<file path="src/rtl/mul_iter_unit.sv">
// mul_iter_unit
// Multi-cycle RV32M multiply unit (MUL, MULH, MULHSU, MULHU) that sits between
// the register file read ports and its write port. Operands are converted to
// magnitudes, multiplied with a radix-2 shift-add loop (one bit per cycle), and
// the sign is restored in a single fix-up cycle before a one-cycle writeback.
//
// Ports:
//   clk      rising-edge clock
//   rst_n    asynchronous active-low reset
//   start    request, sampled only while idle
//   flush    synchronous abort, beats everything except reset
//   op       00 MUL, 01 MULH, 10 MULHSU, 11 MULHU (funct3[1:0])
//   rs1_val  multiplicand (rv1)
//   rs2_val  multiplier (rv2)
//   rd_in    destination register index
//   busy     high while iterating or fixing up the sign
//   done     one-cycle pulse, result valid
//   wb_we    register-file write enable (same as done)
//   wb_rd    latched destination index
//   wb_data  result
module mul_iter_unit #(
  parameter int XLEN  = 32,
  parameter int CNT_W = 5
) (
  input  logic             clk,
  input  logic             rst_n,
  input  logic             start,
  input  logic             flush,
  input  logic [1:0]       op,
  input  logic [XLEN-1:0]  rs1_val,
  input  logic [XLEN-1:0]  rs2_val,
  input  logic [4:0]       rd_in,
  output logic             busy,
  output logic             done,
  output logic             wb_we,
  output logic [4:0]       wb_rd,
  output logic [XLEN-1:0]  wb_data
);

  localparam logic [1:0] OP_MUL    = 2'b00;
  localparam logic [1:0] OP_MULH   = 2'b01;
  localparam logic [1:0] OP_MULHSU = 2'b10;

  localparam logic [CNT_W-1:0] LAST_ITER = CNT_W'(XLEN - 1);

  typedef enum logic [1:0] {
    IDLE = 2'd0,
    CALC = 2'd1,
    FIX  = 2'd2,
    DONE = 2'd3
  } state_t;

  state_t state, state_next;

  logic [1:0]        op_q;
  logic [4:0]        rd_q;
  logic              neg_q;
  logic [CNT_W-1:0]  count;
  logic [XLEN-1:0]   mplier;
  logic [2*XLEN-1:0] mcand;
  logic [2*XLEN-1:0] acc;
  logic [2*XLEN-1:0] product;

  logic              s1;
  logic              s2;
  logic [XLEN-1:0]   mag1;
  logic [XLEN-1:0]   mag2;

  // Sign handling at acceptance: only signed operands contribute a sign flag,
  // and each operand is replaced by its magnitude. The magnitude of the most
  // negative value wraps to itself, which is still correct read as unsigned.
  assign s1   = ((op == OP_MULH) || (op == OP_MULHSU)) && rs1_val[XLEN-1];
  assign s2   = (op == OP_MULH) && rs2_val[XLEN-1];
  assign mag1 = s1 ? -rs1_val : rs1_val;
  assign mag2 = s2 ? -rs2_val : rs2_val;

  assign product = neg_q ? -acc : acc;

  always_ff @(posedge clk or negedge rst_n) begin
    if (!rst_n) begin
      state <= IDLE;
    end else begin
      state <= state_next;
    end
  end

  always_comb begin
    state_next = state;
    busy       = 1'b0;
    done       = 1'b0;
    wb_we      = 1'b0;
    if (flush) begin
      state_next = IDLE;
    end else begin
      case (state)
        IDLE: if (start) state_next = CALC;
        CALC: if (count == LAST_ITER) state_next = FIX;
        FIX:  state_next = DONE;
        DONE: state_next = IDLE;
        default: state_next = IDLE;
      endcase
    end
    case (state)
      CALC, FIX: busy = 1'b1;
      DONE: begin
        done  = 1'b1;
        wb_we = 1'b1;
      end
      default: ;
    endcase
  end

  // The multiplicand is kept pre-shifted in a 2*XLEN register, so after k
  // iterations it already equals the original magnitude shifted left by k.
  always_ff @(posedge clk or negedge rst_n) begin
    if (!rst_n) begin
      op_q    <= '0;
      rd_q    <= '0;
      neg_q   <= 1'b0;
      count   <= '0;
      mplier  <= '0;
      mcand   <= '0;
      acc     <= '0;
      wb_rd   <= '0;
      wb_data <= '0;
    end else if (!flush) begin
      case (state)
        IDLE: begin
          if (start) begin
            op_q   <= op;
            rd_q   <= rd_in;
            neg_q  <= s1 ^ s2;
            count  <= '0;
            mplier <= mag2;
            mcand  <= {{XLEN{1'b0}}, mag1};
            acc    <= '0;
          end
        end
        CALC: begin
          if (mplier[0]) acc <= acc + mcand;
          mcand  <= mcand << 1;
          mplier <= mplier >> 1;
          count  <= count + CNT_W'(1);
        end
        FIX: begin
          wb_data <= (op_q == OP_MUL) ? product[XLEN-1:0] : product[2*XLEN-1:XLEN];
          wb_rd   <= rd_q;
        end
        default: ;
      endcase
    end
  end

endmodule

</file>
<file path="config.mk">
export PLATFORM = sky130hd
export DESIGN_NAME = mul_iter_unit
export DESIGN_NICKNAME = d
export VERILOG_FILES = /design/src/rtl/mul_iter_unit.sv
export SDC_FILE = /design/constraint.sdc
export NUM_CORES = 1
export LEC_CHECK = 0
export CORE_MARGIN = 2
export CORE_UTILIZATION = 60
export CTS_CLUSTER_DIAMETER = 30
export DETAILED_ROUTE_END_ITERATION = 7
export HOLD_SLACK_MARGIN = 0.08
export PLACE_DENSITY = 0.82
export SYNTH_ARGS = -nofsm -noshare
export SYNTH_HDL_FRONTEND = slang
export SYNTH_SLANG_ARGS = --single-unit
</file>
<file path="constraint.sdc">
create_clock -name clk -period 3.8 [get_ports clk]
set_input_delay 0.76 -clock clk [delete_from_list [all_inputs] [get_ports clk]]
set_output_delay 0.76 -clock clk [all_outputs]
set_load 0.02 [all_outputs]
</file>
==> impl_metrics.yaml, run 1 <==
worst_setup_path:
  crit_start: "mcand[1]"
  crit_buf_inv: 1
  cp_slowest_cell: "o31ai_1"
  crit_type: "reg2reg"
  crit_arrival_ns: 3.97
  r2r-end: "acc[51]"
  crit_chain: "ha_1 -> a211oi_1 -> o31ai_1 -> a2111oi_0 -> buf_4 -> nor2_1 -> a31oi_1 -> o31ai_1 -> a21boi_1 -> or4_1 -> nand3_1"
  crit_family: "compound AO/OA/AOI/OAI gates"
  required_ns: 4.27
  cp_common_cell: "o31ai_1"
  r2r_cells: 11
  r2r_setup_slack_ns: 0.31
  endpoint_kind: "flip-flop"
  cpPeakStageDelay_ns: 0.54
  rr_startpoint: "mcand[1]"
  worst_setup_path_start_kind: "flip-flop"
  worstPathMaxFanout: 4
sta:
  hold_viol: 0
  worst_slew_pin_slew_ns: 1.284
  fmax_ghz: 0.2863
  period_needed_ns: 3.493
  skew_ns: 0.01582
  slew_viol_final: 0
  relSlewSlack: 0.1440
  setup_viol: 0
  period_share: 0.9193
  rsz0062_at_grt: "no"
power_and_ir_drop:
  power_density_nw_per_um2: 783.3
  ir_drop_mv: 0.5021
  p_leak_uw: 0.008207
clocking:
  htree_levels: 2
  post_cts_buffers: 0
  clock_sinks: 212
  clock_latency_ns: 0.54
  ctsResizeCount: 0
  cts_root_buf: "clkbuf_16"
  cts_hold_buf: 0
  numCtsBuffers: 47
  cts_tree: "yes"
  clkSlewWorstSetupHoldPaths_ns: 0.04
  max-clock-path-buffers: 3
global_route:
  overflow: 0
  first_global_vias: 13960
  grt_max_degree: 83
  grtUsageTotal: 0.3460
  antenna_found_initial: 0
  grt_pass1_wl_um: 73290
placed_design:
  port_buffers: 114
  gp_congestion: 1.019
  dp.cells: 2279
  dp_hpwl_um: 34120
  placed_cell_area_um2: 16690
detailed_routing:
  ant_nets: 0
  firstDrtPassIters: 5
  drc: 0
  wl_per_cell_um: 19.23
  via_count: 14760
  wirelength_um: 45450
  drt_iter0_markers: 1359
  via_per_inst: 6.242
yosys:
  synthFlopType: "dfrtp_1"
  synth-edff-count: 0
  synthCells: 1893
  synth_largest_area_cell: "dfrtp_1"
  synth_area_leaders: "dfrtp_1 35%, nand2_1 8.3%, o21ai_0 7.8%"
  ys_seq_elements: 212
  netlist_area_um2: 15140
  synth_cell_type_count: 74
  ys_async_sr_fraction: 1.000
  synth_common_cells: "335 x nand2_1, 236 x o21ai_0, 212 x dfrtp_1"
  synth_top_area_frac: 0.3504
  postSynthAreaPerCell_um2: 7.998
  synth_warnings: 0
  yosys.cell_count.top_type: "nand2_1"
  syn-num-nets: 2042
  seq_area_frac_synth: 0.3504
cells_and_area:
  fin_cells: 2364
  diodes: 0
  syn_to_final_growth_pct: 20.62
  post-route-util: 0.7315
  fillers: 1965
  final_area_um2: 18260
  drive_gt1_frac: 0.08456
  finalNetCount: 2147
die:
  die-height_um: 162.8
  io_pins: 115
  start_util: 0.6065
  die_x_um: 162.8
  rows: 58
  core_um2: 24960
  die_area_um2: 26520
worst_hold_path:
  hold_class: "in2async"
status:
  outcome: "finished clean"
job:
  max_cap_viol_count: 0
-- through the flow --
| stage | setup WS, ns | setup TNS (ns) | power [uW] | hold WS [ns] |
|---|---|---|---|---|
| after CTS | 0.3651 | 0 | 14190 | 0.2861 |
| after global placement | 0.08257 | 0 | 9971 | 0.4392 |
| after detailed placement | -0.005260 | -0.005260 | 10130 | 0.4644 |
| final | 0.3066 | 0 | 14300 | 0.2659 |
| after global routing | 0.1312 | 0 | 15090 | 0.3240 |
| after floorplan | 0.6906 | 0 | 8024 | 0.4331 |
-- worst max path at each step --
| stage | end | slack [ns] | depth (start not counted) |
|---|---|---|---|
| 2_1_floorplan | mplier[30] | 0.69 | 9 |
| 6_report | acc[51] | 0.31 | 11 |
| 5_1_grt | acc[63] | 0.13 | 11 |
| 3_5_place_dp | mplier[30] | -0.005 | 10 |
| 3_3_place_gp | mplier[30] | 0.08 | 10 |
| 4_1_cts | acc[51] | 0.37 | 11 |
-- power by group --
part / switching [uW] / leakage [uW] / internal, uW / total (uW)
sequential: 707 / 0.00282 / 2890 / 3600
clock: 1330 / 0.000773 / 2680 / 4000
combinational: 4160 / 0.00462 / 2550 / 6710
total: 6190 / 0.00821 / 8110 / 14300
-- registers in the layout, indices dropped and copies added, names as in the netlist, 2 cells and up --
signal / flops
wb_rd: 5
mcand: 64
state: 2
acc: 64
op_q: 2
count: 5
mplier: 32
rd_q: 5
wb_data: 32
-- layout make-up --
| cell class | instances | area, um2 | area share |
|---|---|---|---|
| Timing Repair Buffer | 163 | 1538 | 0.08421 |
| Multi-Input combinational cell | 1542 | 9319 | 0.5103 |
| Clock buffer | 60 | 1295 | 0.07091 |
| Sequential cell | 212 | 5305 | 0.2905 |
| Inverter | 32 | 120.1 | 0.006578 |
| Clock inverter | 25 | 271.5 | 0.01487 |
| Tap cell | 330 | 412.9 | 0.02261 |
-- cell usage in the layout, fill, tap and decap left out, types with 14 or more instances in the layout --
| cell type | netlist | layout |
|---|---|---|
| ha_1 | 73 | 72 |
| dfrtp_1 | 212 | 212 |
| o31ai_1 | 30 | 30 |
| or4_1 | 14 | 14 |
| or3_1 | 18 | 18 |
| nand4_1 | 27 | 27 |
| nor2_1 | 123 | 122 |
| nand3_1 | 49 | 48 |
| clkbuf_16 | 0 | 47 |
| and3_1 | 14 | 14 |
| a21o_1 | 31 | 30 |
| xor2_1 | 88 | 88 |
| nor3_1 | 30 | 30 |
| nand2_1 | 335 | 335 |
| clkdlybuf4s50_1 | 0 | 113 |
| buf_4 | 1 | 47 |
| xnor2_1 | 77 | 77 |
| inv_1 | 31 | 31 |
| o21ai_0 | 236 | 235 |
| a21oi_1 | 177 | 176 |
-- per-layer routing --
layer,up-vias,share of wire,track usage
li1,7000,-,-
met1,7000,0.44,0.4822
met2,653,0.45,0.5485
met3,102,0.084,0.06137
met4,0,0.029,0.1134
met5,-,0,0
-- cell families after synthesis --
logic type | after synthesis | synth area share
and+or+nand+nor | 688 | 0.2107
AOI/OAI and AO/OA | 596 | 0.2312
xor gates and xnor gates | 165 | 0.09545
DFF | 212 | 0.3504
buffers and inverters | 139 | 0.03752
muxes | 19 | 0.01306
adders and majority gates | 74 | 0.06165
-- worst reg2reg max path: cells and delay by family (launching register included) --
kind / cells / cell delay (ns)
compound gates: 6 / 1.63
simple gates: 3 / 0.80
flops: 1 / 0.48
fa+ha+maj: 1 / 0.36
buf+inv: 1 / 0.17
(Power assumes the default switching activity.)
==> run 2: changes to the inputs <==
- CORE_UTILIZATION: 60 -> 65
- PLACE_DENSITY: 0.82 -> 0.87
- SKIP_LAST_GASP: default -> 1
- clock period: 3.8 -> 4.3 ns (I/O delays scaled with it)
==> impl_metrics.yaml, run 2 (same netlist as run 1, synthesis figures left out) <==
clocking:
  clock_latency_ns: 0.54
  numCtsBuffers: 47
  max-clock-path-buffers: 3
  cts_root_buf: "clkbuf_16"
  cts_hold_buf: 0
  post_cts_buffers: 0
  cts_tree: "yes"
  htree_levels: 2
  ctsResizeCount: 0
  clock_sinks: 212
  clkSlewWorstSetupHoldPaths_ns: 0.05
status:
  outcome: "finished clean"
cells_and_area:
  fin_cells: 2323
  syn_to_final_growth_pct: 19.65
  final_area_um2: 18110
  fillers: 1529
  reg_top3: "acc (64), mcand (64)"
  finalNetCount: 2124
  drive_gt1_frac: 0.07413
  final_cell_mix: "335 x nand2_1, 235 x o21ai_0, 212 x dfrtp_1"
  mostFrequentLayoutCell: "nand2_1"
  diodes: 0
  post-route-util: 0.7953
power_and_ir_drop:
  p_leak_uw: 0.008104
  ir_drop_mv: 0.4925
  power_density_nw_per_um2: 698.8
global_route:
  first_global_vias: 14130
  antenna_found_initial: 0
  grtUsageMet3: 0.07865
  use_met2: 0.5935
  grt_use_met1: 0.5137
  grt_max_degree: 117
  grt_pass1_wl_um: 73790
  grtUsageTotal: 0.3785
  busiest_layer: "met2"
  overflow: 0
detailed_routing:
  wirelength_um: 45910
  ant_nets: 0
  drc: 0
  via_per_inst: 6.416
  drt_iter0_markers: 1676
  via_count: 14910
  firstDrtPassIters: 6
  wl_per_cell_um: 19.76
sta:
  skew_ns: 0.02024
  worst_slew_pin_slew_ns: 1.089
  period_share: 0.8923
  timing.setup.tns_ns: 0
  holdWs_ns: 0.3648
  slew_viol_final: 0
  rsz0062_at_grt: "no"
  fmax_ghz: 0.2606
  relSlewSlack: 0.2743
  hold_viol: 0
  period_needed_ns: 3.837
  setup_viol: 0
die:
  die_area_um2: 24530
  die_x_um: 156.6
  die-height_um: 156.6
  rows: 55
  start_util: 0.6647
  io_pins: 115
  core_um2: 22780
job:
  max_cap_viol_count: 0
worst_setup_path:
  required_ns: 4.71
  r2r_cells: 10
  worst_setup_path_start_kind: "flip-flop"
  worstPathMaxFanout: 6
  crit_arrival_ns: 4.25
  crit_type: "reg2reg"
  endpoint_kind: "flip-flop"
placed_design:
  placed_cell_area_um2: 16500
  dp.cells: 2239
  gp_congestion: 0.9691
  dp_hpwl_um: 33350
  port_buffers: 114
worst_hold_path:
  hold_class: "in2async"
-- run 2: changes by cell type in the layout (fill, tap and decap cells not counted) --
cell and delta:
clkinvlp_4 +2, clkbuf_1 -1, inv_6 -2, bufinv_16 +3, clkinv_4 -1, buf_4 -23
clkbuf_8 -2
-- run 2: worst max-delay path: stages (launching register included) --
cell and delay (ns):
dfrtp_1 0.46, ha_1 0.41, and3_1 0.26, and3_1 0.18, a2111oi_0 0.72, nor2_1 0.21, a31oi_1 0.53, o31ai_1 0.27
a21oi_1 0.37, mux2i_1 0.24, nand2_1 0.07
-- run 2: worst paths after layout --
check | startpoint | to | slack [ns]
max in group asynchronous | rst_n | wb_data[25] | 2.85
worst max-delay path | acc[9] | acc[59] | 0.46
worst min register to register | rd_q[0] | wb_rd[0] | 0.47
min in group clk | rd_q[0] | wb_rd[0] | 0.47
worst max register to register | acc[9] | acc[59] | 0.46
worst min-delay path | rst_n | acc[5] | 0.36
-- run 2: stage by stage --
step | total power [uW] | setup WS, ns
6_report | 12660 | 0.4630
5_1_grt | 13370 | 0.3381
4_1_cts | 12530 | 0.5405
3_5_place_dp | 8790 | 0.2893
3_3_place_gp | 8601 | 0.3967
2_1_floorplan | 7091 | 1.091
-- run 2: where the power goes --
group	switching [uW]	internal, uW	leakage, uW
sequential	569	2550	0.00282
clock	1160	2500	0.000787
combinational	3720	2150	0.00450
total	5450	7210	0.00810
-- run 2: final cells by class --
type | instances | area (um2) | share of cell area
sequential | 212 | 5305 | 0.2929
tap | 313 | 391.6 | 0.02162
inverter | 32 | 120.1 | 0.006631
clock inverter | 27 | 350.3 | 0.01934
clock buffer | 57 | 1264 | 0.06976
timing repair buffer | 140 | 1365 | 0.07536
multi-input combinational | 1542 | 9319 | 0.5144
-- run 2: per-layer routing --
metal / share of wire / vias up
met5: 0 / -
met4: 0.042 / 0
met3: 0.094 / 138
met2: 0.45 / 769
met1: 0.42 / 7061
li1: - / 6937
==> edit: new RTL, config.mk and constraints of run 1 <==
Register the output `wb_we`; this adds one clock of latency there. The other outputs are not delayed to match.
--- a/src/rtl/mul_iter_unit.sv
+++ b/src/rtl/mul_iter_unit.sv
@@ -50,6 +50,8 @@
     DONE = 2'd3
   } state_t;
 
+  logic wb_we_d;
+
   state_t state, state_next;
 
   logic [1:0]        op_q;
@@ -88,7 +90,7 @@
     state_next = state;
     busy       = 1'b0;
     done       = 1'b0;
-    wb_we      = 1'b0;
+    wb_we_d    = 1'b0;
     if (flush) begin
       state_next = IDLE;
     end else begin
@@ -104,7 +106,7 @@
       CALC, FIX: busy = 1'b1;
       DONE: begin
         done  = 1'b1;
-        wb_we = 1'b1;
+        wb_we_d = 1'b1;
       end
       default: ;
     endcase
@@ -151,5 +153,9 @@
     end
   end
 
+  always_ff @(posedge clk) begin
+    wb_we <= wb_we_d;
+  end
+
 endmodule
 
Formal check against the unedited RTL: same outputs for any inputs over 10 cycles, from zero or initial values and one cycle with rst_n low; that may be too few to reach the edited logic, so the function may still have changed.
==> edit against run 1 <==
Count of clock-buffer cells in the layout decreased by 6; total power decreased by 1.1%; first-iteration DRC count increased by 0.74%; cell area increased by 0.63%; critical endpoint is now acc[60]$_DFFE_PN0P_; setup slack got worse by 130 ps; sequential cell count increased by 1; clock skew increased by 4.0 ps; area after synthesis about the same; cell count increased by 0.42%; wire length decreased by 2.6%; critical path depth increased by 2.
==> edit: results (changes against run 1) <==
Post-synth ARST share - 0.995 (was 1.00)
Cells after DPL - 2289 (was 2279)
Post-synthesis xor/xnor area fraction - 0.0954 (was 0.0955)
Clkbuf count - 54 (was 60)
R2R depth - 13 (was 11)
Routability congestion estimate - 0.972 (was 1.02)
Cts bufs inserted - 46 (was 47)
Register Area - 5330 um^2 (was 5310 um^2)
Slowest cell on crit path - dfrtp_1 (was o31ai_1)
Pre-CTS WS - 118 ps (was -5.26 ps)
Multi-input gate share of the layout cell area - 0.507 (was 0.510)
Placed cell area - 16800 um^2 (was 16700 um^2)
Avg Vias per Cell - 6.23 (was 6.24)
Seq/Total Area, Yosys - 0.351 (was 0.350)
DR vias - 14.8k (about the same)
FILL cells - 1964 (was 1965)
Adder-cell share of the synthesized area - 0.0616 (was 0.0617)
Wirelength, routed - 44300 um (was 45500 um)
Leakage - 8.24 nW (was 8.21 nW)
Met3 Usage GRT - 0.0593 (was 0.0614)
Global-route wire length before repair - 71600 um (was 73300 um)
Detail Placement HPWL - 33200 um (was 34100 um)
Reg-to-reg endpoint - acc[60]$_DFFE_PN0P_ (was acc[51]$_DFFE_PN0P_)
Mean Syn Cell Area - 8.00 um^2 (about the same)
Share of layout cells above drive strength 1 - 0.0910 (was 0.0846)
Number of global-route vias before repair - 14.1k (was 14.0k)
Final #Nets - 2156 (was 2147)
CP Data Arrival Time - 4010 ps (was 3970 ps)
GRT Total Usage - 0.335 (was 0.346)
#FFs+latches synth - 213 (was 212)
Violation count after the first detailed-route iteration - 1369 (was 1359)
Largest stage delay on the critical path - 460 ps (was 540 ps)
Worst hold slack - 245 ps (was 266 ps)
Status - finished, final reports clean (unchanged)
Met2 Usage GRT - 0.531 (was 0.549)
Post-synthesis mux area share - 0.0130 (was 0.0131)
Largest net degree at the start of global routing - 85 (was 83)
Max-Slew Margin vs Limit - 0.216 (was 0.144)
Switch Pwr - 6.10 mW (was 6.19 mW)
-- edit: changes by cell type in the layout (fill, tap and decap cells not counted) --
cell and delta:
inv_6 -4, buf_4 +7, dfxtp_1 +1, buf_12 +2
clkinvlp_4 +9, clkinv_4 +6, bufinv_16 -1, clkbuf_1 -5
clkinv_2 -4, clkbuf_8 -1
-- edit: worst max path at each step --
stage / start / to / slack [ps] / cells after the start
global placement: rs2_val[12] / mplier[30]$_DFFE_PN0P_ / 170 / 11
global route: mcand[0]$_DFFE_PN0P_ / acc[60]$_DFFE_PN0P_ / 80 / 13
CTS: mcand[0]$_DFFE_PN0P_ / acc[60]$_DFFE_PN0P_ / 270 / 13
detailed placement: rs2_val[12] / mplier[30]$_DFFE_PN0P_ / 120 / 11
finish: mcand[0]$_DFFE_PN0P_ / acc[60]$_DFFE_PN0P_ / 180 / 13
floorplan: rs2_val[12] / mplier[30]$_DFFE_PN0P_ / 690 / 9
-- edit: metal layers --
metal,share of wire,up-vias
li1,-,7023
met1,0.43,6994
met2,0.45,652
met3,0.086,123
met4,0.032,0
met5,0,-
-- edit: logic make-up (layout without fill, tap and decap cells) --
group,count (synthesis),count (layout)
multiplexers,19,19
AND/OR/NAND/NOR,688,688
adder cells (fa/ha/maj),74,74
buffers and inverters,138,289
flip-flops,213,213
XOR/XNOR,165,165
AO/OA/AOI/OAI,596,596
-- edit: through the flow --
step                       util  total power, mW
after floorplan               -             8.03
after global placement    0.673             9.88
after detailed placement  0.673             10.1
after CTS                 0.736             14.1
after global routing      0.736             15.0
final                     0.736             14.1
-- edit: power groups by stage --
stage                     combinational, mW  clock (mW)  sequential, mW
after floorplan                        4.54           0            3.49
after global placement                 6.34           0            3.54
after detailed placement               6.48           0            3.57
after CTS                              6.55        3.96            3.55
after global routing                   7.30        4.08            3.64
final                                  6.64        3.93            3.57
